==> src/rtl/mc_pkg.sv <==
// Shared encodings for the multicycle control FSM: states, opcodes, mux selects, control word.
package mc_pkg;

  localparam int unsigned OP_W    = 6;
  localparam int unsigned STATE_W = 4;

  typedef enum logic [STATE_W-1:0] {
    S_FETCH  = 4'd0,
    S_DECODE = 4'd1,
    S_MEMADR = 4'd2,
    S_MEMRD  = 4'd3,
    S_MEMWB  = 4'd4,
    S_MEMWR  = 4'd5,
    S_EXEC   = 4'd6,
    S_RWB    = 4'd7,
    S_BEQ    = 4'd8,
    S_JMP    = 4'd9,
    S_ADDIEX = 4'd10,
    S_ADDIWB = 4'd11
  } state_t;

  localparam logic [OP_W-1:0] OP_RTYPE = 6'b000000;
  localparam logic [OP_W-1:0] OP_LW    = 6'b100011;
  localparam logic [OP_W-1:0] OP_SW    = 6'b101011;
  localparam logic [OP_W-1:0] OP_BEQ   = 6'b000100;
  localparam logic [OP_W-1:0] OP_J     = 6'b000010;
  localparam logic [OP_W-1:0] OP_ADDI  = 6'b001000;

  // {aluop1, aluop0}
  localparam logic [1:0] ALUOP_ADD   = 2'b00;
  localparam logic [1:0] ALUOP_SUB   = 2'b10;
  localparam logic [1:0] ALUOP_FUNCT = 2'b01;

  localparam logic [1:0] PCSRC_ALU    = 2'b00;
  localparam logic [1:0] PCSRC_ALUOUT = 2'b01;
  localparam logic [1:0] PCSRC_JUMP   = 2'b10;

  localparam logic [1:0] ALUB_REG     = 2'b00;
  localparam logic [1:0] ALUB_FOUR    = 2'b01;
  localparam logic [1:0] ALUB_SEXT    = 2'b10;
  localparam logic [1:0] ALUB_SEXT_SH = 2'b11;

  typedef struct packed {
    logic       pcwrite;
    logic       pcwritecond;
    logic       iord;
    logic       memread;
    logic       memwrite;
    logic       irwrite;
    logic       memtoreg;
    logic       regdst;
    logic       regwrite;
    logic       alusrca;
    logic [1:0] alusrcb;
    logic [1:0] pcsource;
    logic [1:0] aluop;
  } ctrl_t;

endpackage

==> src/rtl/mc_outdec.sv <==
// Moore control-word decode of the FSM state; only the fetch strobes look at memready.
module mc_outdec
  import mc_pkg::*;
(
  input  state_t state_i,
  input  logic   memready_i,
  output ctrl_t  ctrl_o
);

  // Per-state datapath controls; unused encodings leave everything at 0.
  always_comb begin
    ctrl_o = '0;
    case (state_i)
      S_FETCH: begin
        ctrl_o.memread  = 1'b1;
        ctrl_o.alusrcb  = ALUB_FOUR;
        ctrl_o.aluop    = ALUOP_ADD;
        ctrl_o.pcsource = PCSRC_ALU;
        ctrl_o.irwrite  = memready_i;
        ctrl_o.pcwrite  = memready_i;
      end
      S_DECODE: begin
        ctrl_o.alusrcb = ALUB_SEXT_SH;
        ctrl_o.aluop   = ALUOP_ADD;
      end
      S_MEMADR, S_ADDIEX: begin
        ctrl_o.alusrca = 1'b1;
        ctrl_o.alusrcb = ALUB_SEXT;
        ctrl_o.aluop   = ALUOP_ADD;
      end
      S_MEMRD: begin
        ctrl_o.memread = 1'b1;
        ctrl_o.iord    = 1'b1;
      end
      S_MEMWB: begin
        ctrl_o.regwrite = 1'b1;
        ctrl_o.memtoreg = 1'b1;
      end
      S_MEMWR: begin
        ctrl_o.memwrite = 1'b1;
        ctrl_o.iord     = 1'b1;
      end
      S_EXEC: begin
        ctrl_o.alusrca = 1'b1;
        ctrl_o.alusrcb = ALUB_REG;
        ctrl_o.aluop   = ALUOP_FUNCT;
      end
      S_RWB: begin
        ctrl_o.regwrite = 1'b1;
        ctrl_o.regdst   = 1'b1;
      end
      S_BEQ: begin
        ctrl_o.alusrca     = 1'b1;
        ctrl_o.alusrcb     = ALUB_REG;
        ctrl_o.aluop       = ALUOP_SUB;
        ctrl_o.pcwritecond = 1'b1;
        ctrl_o.pcsource    = PCSRC_ALUOUT;
      end
      S_JMP: begin
        ctrl_o.pcwrite  = 1'b1;
        ctrl_o.pcsource = PCSRC_JUMP;
      end
      S_ADDIWB: begin
        ctrl_o.regwrite = 1'b1;
      end
      default: ctrl_o = '0;
    endcase
  end

endmodule

==> src/rtl/multicycle_control.sv <==
// Main control FSM of the multicycle datapath: state register, next-state logic, reset gating.
module multicycle_control
  import mc_pkg::*;
#(
  parameter int unsigned OPW  = OP_W,
  parameter int unsigned ST_W = STATE_W
) (
  input  logic            clk,
  input  logic            reset,
  input  logic [OPW-1:0]  op,
  input  logic            memready,
  output logic            pcwrite,
  output logic            pcwritecond,
  output logic            iord,
  output logic            memread,
  output logic            memwrite,
  output logic            irwrite,
  output logic            memtoreg,
  output logic            regdst,
  output logic            regwrite,
  output logic            alusrca,
  output logic [1:0]      alusrcb,
  output logic [1:0]      pcsource,
  output logic            aluop1,
  output logic            aluop0,
  output logic            illegal,
  output logic [ST_W-1:0] state_dbg
);

  state_t          state_q, state_d;
  logic [OP_W-1:0] opc;
  logic            illegal_c;
  ctrl_t           ctrl, ctrl_g;

  assign opc = OP_W'(op);

  // State register; reset returns to FETCH and aborts any instruction in flight.
  always_ff @(posedge clk) begin
    if (reset) state_q <= S_FETCH;
    else       state_q <= state_d;
  end

  // Next-state selection; an unknown opcode in DECODE flags illegal and refetches.
  always_comb begin
    state_d   = S_FETCH;
    illegal_c = 1'b0;
    case (state_q)
      S_FETCH:  state_d = memready ? S_DECODE : S_FETCH;
      S_DECODE: begin
        case (opc)
          OP_LW, OP_SW: state_d = S_MEMADR;
          OP_RTYPE:     state_d = S_EXEC;
          OP_BEQ:       state_d = S_BEQ;
          OP_J:         state_d = S_JMP;
          OP_ADDI:      state_d = S_ADDIEX;
          default: begin
            state_d   = S_FETCH;
            illegal_c = 1'b1;
          end
        endcase
      end
      S_MEMADR: begin
        if      (opc == OP_LW) state_d = S_MEMRD;
        else if (opc == OP_SW) state_d = S_MEMWR;
        else                   state_d = S_FETCH;
      end
      S_MEMRD:  state_d = memready ? S_MEMWB : S_MEMRD;
      S_MEMWR:  state_d = memready ? S_FETCH : S_MEMWR;
      S_EXEC:   state_d = S_RWB;
      S_ADDIEX: state_d = S_ADDIWB;
      default:  state_d = S_FETCH;
    endcase
  end

  mc_outdec u_outdec (
    .state_i    (state_q),
    .memready_i (memready),
    .ctrl_o     (ctrl)
  );

  // Every output reads 0 while reset is held, so no write enable fires in the reset cycle.
  assign ctrl_g = reset ? '0 : ctrl;

  assign pcwrite     = ctrl_g.pcwrite;
  assign pcwritecond = ctrl_g.pcwritecond;
  assign iord        = ctrl_g.iord;
  assign memread     = ctrl_g.memread;
  assign memwrite    = ctrl_g.memwrite;
  assign irwrite     = ctrl_g.irwrite;
  assign memtoreg    = ctrl_g.memtoreg;
  assign regdst      = ctrl_g.regdst;
  assign regwrite    = ctrl_g.regwrite;
  assign alusrca     = ctrl_g.alusrca;
  assign alusrcb     = ctrl_g.alusrcb;
  assign pcsource    = ctrl_g.pcsource;
  assign aluop1      = ctrl_g.aluop[1];
  assign aluop0      = ctrl_g.aluop[0];
  assign illegal     = illegal_c & ~reset;
  assign state_dbg   = reset ? '0 : ST_W'(state_q);

endmodule
==> config.mk <==
export PLATFORM = sky130hd
export DESIGN_NAME = multicycle_control
export DESIGN_NICKNAME = d
export VERILOG_FILES = /design/src/rtl/mc_pkg.sv /design/src/rtl/mc_outdec.sv /design/src/rtl/multicycle_control.sv
export SDC_FILE = /design/constraint.sdc
export NUM_CORES = 1
export LEC_CHECK = 0
export CORE_MARGIN = 5
export CORE_UTILIZATION = 45
export CTS_BUF_LIST = sky130_fd_sc_hd__clkbuf_16
export DETAILED_ROUTE_END_ITERATION = 6
export PLACE_DENSITY = 0.83
export REMOVE_ABC_BUFFERS = 1
export SYNTH_ARGS = -nofsm -noshare
export SYNTH_HDL_FRONTEND = slang
export SYNTH_HIERARCHICAL = 1
export SYNTH_SLANG_ARGS = --single-unit
==> constraint.sdc <==
create_clock -name clk -period 2.2 [get_ports clk]
set_clock_uncertainty 0.05 [all_clocks]
set_input_delay 0.44 -clock clk [delete_from_list [all_inputs] [get_ports clk]]
set_output_delay 0.44 -clock clk [all_outputs]
set_load 0.1 [all_outputs]
==> flow_metrics.py, run 1 <==
metrics = {
    "status": {
        "outcome": "complete, but fails checks",
        "violations": "setup timing",
    },
    "power": {
        "power_frac_comb_pct": 34.6,
        "power_frac_clock_pct": 51.7,
        "power_frac_seq_pct": 13.8,
        "swShare_pct": 31.2,
        "internal_power_mw": 0.383,
        "vdd_drop_max_v": 0.000892,
        "p_leak_nw": 0.583,
        "p_total_mw": 0.557,
        "switchingPower_mw": 0.174,
        "p_per_area_nw_per_um2": 385,
    },
    "global_routing": {
        "first_global_vias": 1008,
        "grt_max_degree": 24,
        "grt.overflow.total": 0,
        "track_usage_pct": 24.9,
        "grt_pass1_wl_um": 4840,
        "antenna_found_initial": 0,
    },
    "clock_network": {
        "htree_levels": 1,
        "worstSkewPairLatency_ns": 0.23,
        "cts.reportedPaths.clkPinSlew_ns": 0.03,
        "tritoncts": "yes",
        "cts.path.max_buffers": 2,
        "numClockSinks": 4,
        "numCtsBuffers": 3,
        "cts-root-buf": "clkbuf_16",
        "cts_hold_buf": 0,
    },
    "timing": {
        "fin_ws_ns": -0.0104,
        "relSlewSlack_pct": 74.2,
        "max_clock_freq_mhz": 452,
        "fin_crit_sh_pct": 100,
        "drv_slew": 0,
        "setup_viol": 1,
        "hold_viol_final": 0,
        "period_minus_slack_ns": 2.21,
        "tightest_slew_ns": 0.383,
    },
    "layout": {
        "regMostFlops": "state_q",
        "fill_cells": 31,
        "drive_gt1_share_pct": 40.1,
        "area_growth_syn_to_layout_pct": 102,
        "largest_reg_flops": 4,
        "num-nets-final": 158,
        "antenna_cells": 0,
        "reg_top3": "state_q: 4 flops",
    },
    "die": {
        "die_h_um": 50.0,
        "start_util_pct": 47.7,
        "placementRows": 14,
        "coreArea_um2": 1510,
        "fp.dieArea_um2": 2500,
        "die_w_um": 50.0,
        "ios": 30,
    },
    "worst_setup_path": {
        "worstPathArrival_ns": 1.72,
        "required_ns": 1.71,
        "worstSetupPathType": "register to primary output",
        "cp-start-kind": "register",
        "path_max_fanout": 15,
        "crit_path_end_kind": "primary output",
    },
    "placed_design": {
        "hpwl_um": 1820,
        "portBuffers": 29,
        "place_congestion": 0.927,
        "dp_slack_ns": -0.190,
    },
    "min_path": {
        "hold_path.class": "register to register",
    },
    "route": {
        "drt_pre_antenna_iters": 4,
        "drtIter0Drc": 47,
        "vias_per_cell": 6.62,
        "wl_met1_um": 1390,
        "wirelength_um": 3730,
        "drc": 0,
        "post_drt_wl_per_cell_um": 22.9,
        "routed-wl-met3_um": 263,
        "wl_met2_um": 1860,
        "via_count": 1079,
        "final_antenna_net_count": 0,
        "routed.top_layer": "met4",
    },
    "synthesis": {
        "synth.avg_cell_area_um2": 6.84,
        "synth-seq-cells": 4,
        "synth_seq_area_share_pct": 11.1,
        "syn-instance-count": 105,
        "netlist_area_um2": 718,
        "synth_warnings": 6,
        "synth_cell_types": 37,
    },
    "flow_run": {
        "drv_cap": 0,
    },
}
==> final timing paths <==
kind                            cells after the start        from          to  slack (ns)
worst min register to register                      2  state_q[2]  state_q[3]        0.73
worst max-delay path                                5  state_q[3]    memtoreg       -0.01
worst max register to register                      5  state_q[0]  state_q[1]        0.51
worst min-delay path                                2  state_q[2]  state_q[3]        0.73
==> cells by family after synthesis <==
logic type | share of synthesized area (%)
compound gates | 18.6
simple gates | 55.4
flops | 11.2
buf+inv | 8.36
xor+xnor | 4.88
mux | 1.57
==> cells in the mapped netlist <==
cell type,number,area (µm²)
a211oi_2,1,12.5
a21oi_1,7,35.0
a31oi_1,1,6.26
a32oi_1,1,8.76
a41oi_1,1,8.76
and2_1,1,6.26
and3b_2,1,10.0
and4b_1,1,10.0
buf_2,2,10.0
buf_4,3,22.5
buf_6,1,11.3
clkbuf_1,3,11.3
clkbuf_2,1,5.00
dfxtp_1,4,80.1
mux2_2,1,11.3
nand2_1,4,15.0
nand2b_1,6,37.5
nand3_1,2,10.0
nor2_1,8,30.0
nor2b_1,22,138
nor3_1,9,45.0
nor3_2,1,10.0
nor3b_1,2,15.0
nor4_1,2,12.5
o211ai_1,1,7.51
o21ai_0,2,10.0
o21bai_1,3,22.5
o22ai_1,1,6.26
o31a_1,1,8.76
o31ai_1,1,7.51
or2b_1,1,7.51
or3_2,1,7.51
or3b_1,3,26.3
or4_1,1,7.51
or4b_1,1,10.0
xnor2_1,2,17.5
xor2_1,2,17.5
==> layout make-up <==
cell class                 instances  area (µm²)  area share [%]
multi-input combinational         91         608            42.0
timing repair buffer              49         658            45.5
sequential                         4        86.3            5.96
tap                               16        20.0            1.38
clock buffer                       3        75.1            5.19
==> timing repair <==
action,CTS,global route
cloned,0,0
gates resized for setup,11,10
setup buffers,5,0
pin swaps,4,3
endpoints found under the setup margin,5,10
==> stage by stage <==
| stage | TNS, ns | area [µm²] | hold WS, ns | util [%] | std cells |
|---|---|---|---|---|---|
| 5_1_grt | -0.410 | 1450 | 0.746 | 96.1 | 163 |
| 6_report | -0.0104 | 1450 | 0.730 | 96.1 | 163 |
| 3_3_place_gp | -0.218 | 1300 | 0.691 | 86.5 | 155 |
| 2_1_floorplan | -11.36 | 658 | 0.466 | - | 95 |
| 4_1_cts | -0.121 | 1430 | 0.753 | 94.6 | 163 |
| 3_5_place_dp | -0.296 | 1300 | 0.700 | 86.5 | 155 |
==> placed cells by master, fill, tap and decap left out, types with 2 or more instances in the layout <==
cell type / n
dfxtp_2: 2
nor2_1: 8
nor4_1: 2
nor2b_1: 17
clkbuf_16: 3
buf_4: 19
nor2b_4: 2
dlygate4sd2_1: 6
nand2b_1: 6
nand2_1: 4
o21bai_1: 3
a21oi_1: 7
xor2_1: 2
xnor2_1: 2
nor3_1: 8
or3b_1: 2
buf_12: 22
nor2b_2: 3
nand3_1: 2
nor3b_1: 2
nor3_2: 2
==> critical path: stages (launching register included) <==
cell,delay (ns)
dfxtp_2,0.35
buf_4,0.20
nand2b_1,0.24
nor3_1,0.21
nor2b_2,0.27
buf_12,0.20
==> routing by layer <==
metal / up-vias / track usage [%]
met5: - / 0
met4: 0 / 12.7
met3: 27 / 7.83
met2: 92 / 44.7
met1: 508 / 25.1
li1: 452 / -
==> power by group through the flow <==
stage	logic [mW]	registers [mW]	clock network (mW)
final	0.193	0.0767	0.288
after floorplan	0.0876	0.0810	0
after CTS	0.179	0.0774	0.288
after global placement	0.170	0.0783	0
after detailed placement	0.175	0.0784	0
after global routing	0.199	0.0769	0.298
(Power assumes the default switching activity.)
==> inputs of run 2 (changes only) <==
CORE_ASPECT_RATIO = 1.4   (was unset)
CORE_UTILIZATION = 38   (was 45)
PLACE_DENSITY = 0.74   (was 0.83)
clock period = 2 ns   (was 2.2 ns; I/O delays follow)
==> run 2 against run 1 <==
Compared with the run above:
- largest cell class unchanged
- power increased by 9.5%
- worst hold slack got worse by 0.22 ns
- combinational power increased by 12%
- the flow now finishes without violations
- via count decreased by 10%
- cell area increased by 7.1%
- register-to-register slack got worse by 0.06 ns
==> flow_metrics.py, run 2 (synthesis results as in run 1) <==
metrics = {
    "clock_network": {
        "cts.path.max_buffers": 2,
        "numClockSinks": 4,
        "cts.reportedPaths.clkPinSlew_ns": 0.03,
        "cts_hold_buf": 0,
        "cts-root-buf": "clkbuf_16",
        "tritoncts": "yes",
        "htree_levels": 1,
        "numCtsBuffers": 3,
        "worstSkewPairLatency_ns": 0.22,
    },
    "global_routing": {
        "first_global_vias": 895,
        "antenna_found_initial": 0,
        "grt_pass1_wl_um": 3830,
        "grt_max_degree": 24,
        "grt.overflow.total": 0,
        "track_usage_pct": 18.4,
    },
    "worst_setup_path": {
        "regToRegSetupSlack_ns": 0.45,
        "crit_buf_inv": 1,
        "crit_path_end_kind": "primary output",
        "rr_endpoint": "state_q[0]",
        "path_cells": "or2b_1 > nor3_1 > nor2b_1 > buf_12",
        "required_ns": 1.55,
        "critPathSlowestCell": "dfxtp_2",
        "worstPathArrival_ns": 1.55,
        "path_max_fanout": 8,
        "r2r_start": "state_q[2]",
        "worstSetupPathType": "register to primary output",
        "critical_path.top_delay_family": "simple AND/OR/NAND/NOR gates",
        "slowest_delay_ns": 0.39,
        "cp-start-kind": "register",
        "r2r_cells": 5,
    },
    "timing": {
        "hold_viol_final": 0,
        "rsz0062_at_grt": "true",
        "setup_viol": 0,
        "relSlewSlack_pct": 81.8,
        "period_minus_slack_ns": 2.00,
        "fin_crit_sh_pct": 99.8,
        "max_clock_freq_mhz": 501,
        "drv_slew": 0,
        "fin_ws_ns": 0.00352,
        "tightest_slew_ns": 0.272,
    },
    "layout": {
        "antenna_cells": 0,
        "instances_no_fill": 172,
        "drive_gt1_share_pct": 50.0,
        "layout_common_cells": "buf_12, buf_4, nor2b_1",
        "area_growth_syn_to_layout_pct": 116,
        "num-nets-final": 163,
        "reg_top3": "state_q: 4 flops",
        "regMostFlops": "state_q",
        "largest_reg_flops": 4,
        "fill_cells": 95,
    },
    "power": {
        "power_frac_seq_pct": 14.0,
        "p_leak_nw": 0.624,
        "switchingPower_mw": 0.178,
        "power_frac_comb_pct": 35.6,
        "power_frac_clock_pct": 50.4,
        "p_total_mw": 0.610,
        "p_per_area_nw_per_um2": 393,
        "swShare_pct": 29.1,
        "internal_power_mw": 0.432,
        "vdd_drop_max_v": 0.000439,
    },
    "route": {
        "drtIter0Drc": 45,
        "final_antenna_net_count": 0,
        "wirelength_um": 2770,
        "vias_per_cell": 5.62,
        "post_drt_wl_per_cell_um": 16.1,
        "drt_pre_antenna_iters": 4,
        "via_count": 967,
        "drc": 0,
    },
    "min_path": {
        "min_to": "state_q[3]",
        "holdPathStages": 1,
        "hold_path.class": "register to register",
        "hp-start": "state_q[2]",
    },
    "placed_design": {
        "hpwl_um": 1910,
        "portBuffers": 29,
        "place_congestion": 0.882,
        "dp_cells": 163,
        "dp_slack_ns": -0.380,
    },
    "die": {
        "placementRows": 18,
        "die_w_um": 46.7,
        "start_util_pct": 40.4,
        "die_h_um": 61.4,
        "ios": 30,
        "fp.dieArea_um2": 2870,
        "coreArea_um2": 1780,
    },
    "status": {
        "outcome": "finished, final reports clean",
    },
    "flow_run": {
        "drv_cap": 0,
    },
}
run 2: final cells by class:
| class | instances | area, µm² | share of cell area (%) |
|---|---|---|---|
| repair buffers | 54 | 708 | 45.7 |
| well taps | 20 | 25.0 | 1.61 |
| clock buffers | 3 | 75.1 | 4.84 |
| multi-input cells | 91 | 656 | 42.3 |
| flip-flops and latches | 4 | 86.3 | 5.57 |
run 2: how the worst max path moves through the flow:
stage,endpoint,cells past startpoint,from
6_report,aluop1,4,state_q[3]
5_1_grt,memread,5,state_q[0]
4_1_cts,pcwrite,4,state_q[0]
3_5_place_dp,pcwrite,5,memready
3_3_place_gp,pcwrite,5,memready
2_1_floorplan,alusrcb[1],3,state_q[0]
run 2: what timing repair did:
item | in CTS | in global routing
cloned | 0 | 1
pin swaps | 5 | 8
resized for setup | 22 | 20
setup buffers | 2 | 3
setup endpoints to repair | 9 | 9
run 2: stage by stage:
step           hold WS, ns  TNS (ns)  instance area [µm²]  util [%]
6_report             0.511         0                 1550      87.1
5_1_grt              0.543    -0.385                 1550      87.1
4_1_cts              0.501   -0.0427                 1460      82.3
3_5_place_dp         0.628    -0.723                 1340      75.2
3_3_place_gp         0.611    -0.531                 1340      75.2
2_1_floorplan        0.426    -14.72                  658         -
run 2: power by group through the flow:
stage | sequential [mW] | clock [mW] | combinational [mW]
detailed placement | 0.0867 | 0 | 0.195
floorplan | 0.0891 | 0 | 0.0964
global placement | 0.0864 | 0 | 0.190
global route | 0.0858 | 0.319 | 0.228
CTS | 0.0853 | 0.309 | 0.196
finish | 0.0852 | 0.308 | 0.217
run 2: per-layer routing:
layer / up-vias / GRT usage [%] / wire (µm)
li1: 471 / - / -
met2: 36 / 38.8 / 1640
met1: 458 / 16.8 / 962
met4: 0 / 7.51 / 24
met3: 2 / 1.75 / 138
met5: - / 0 / 0
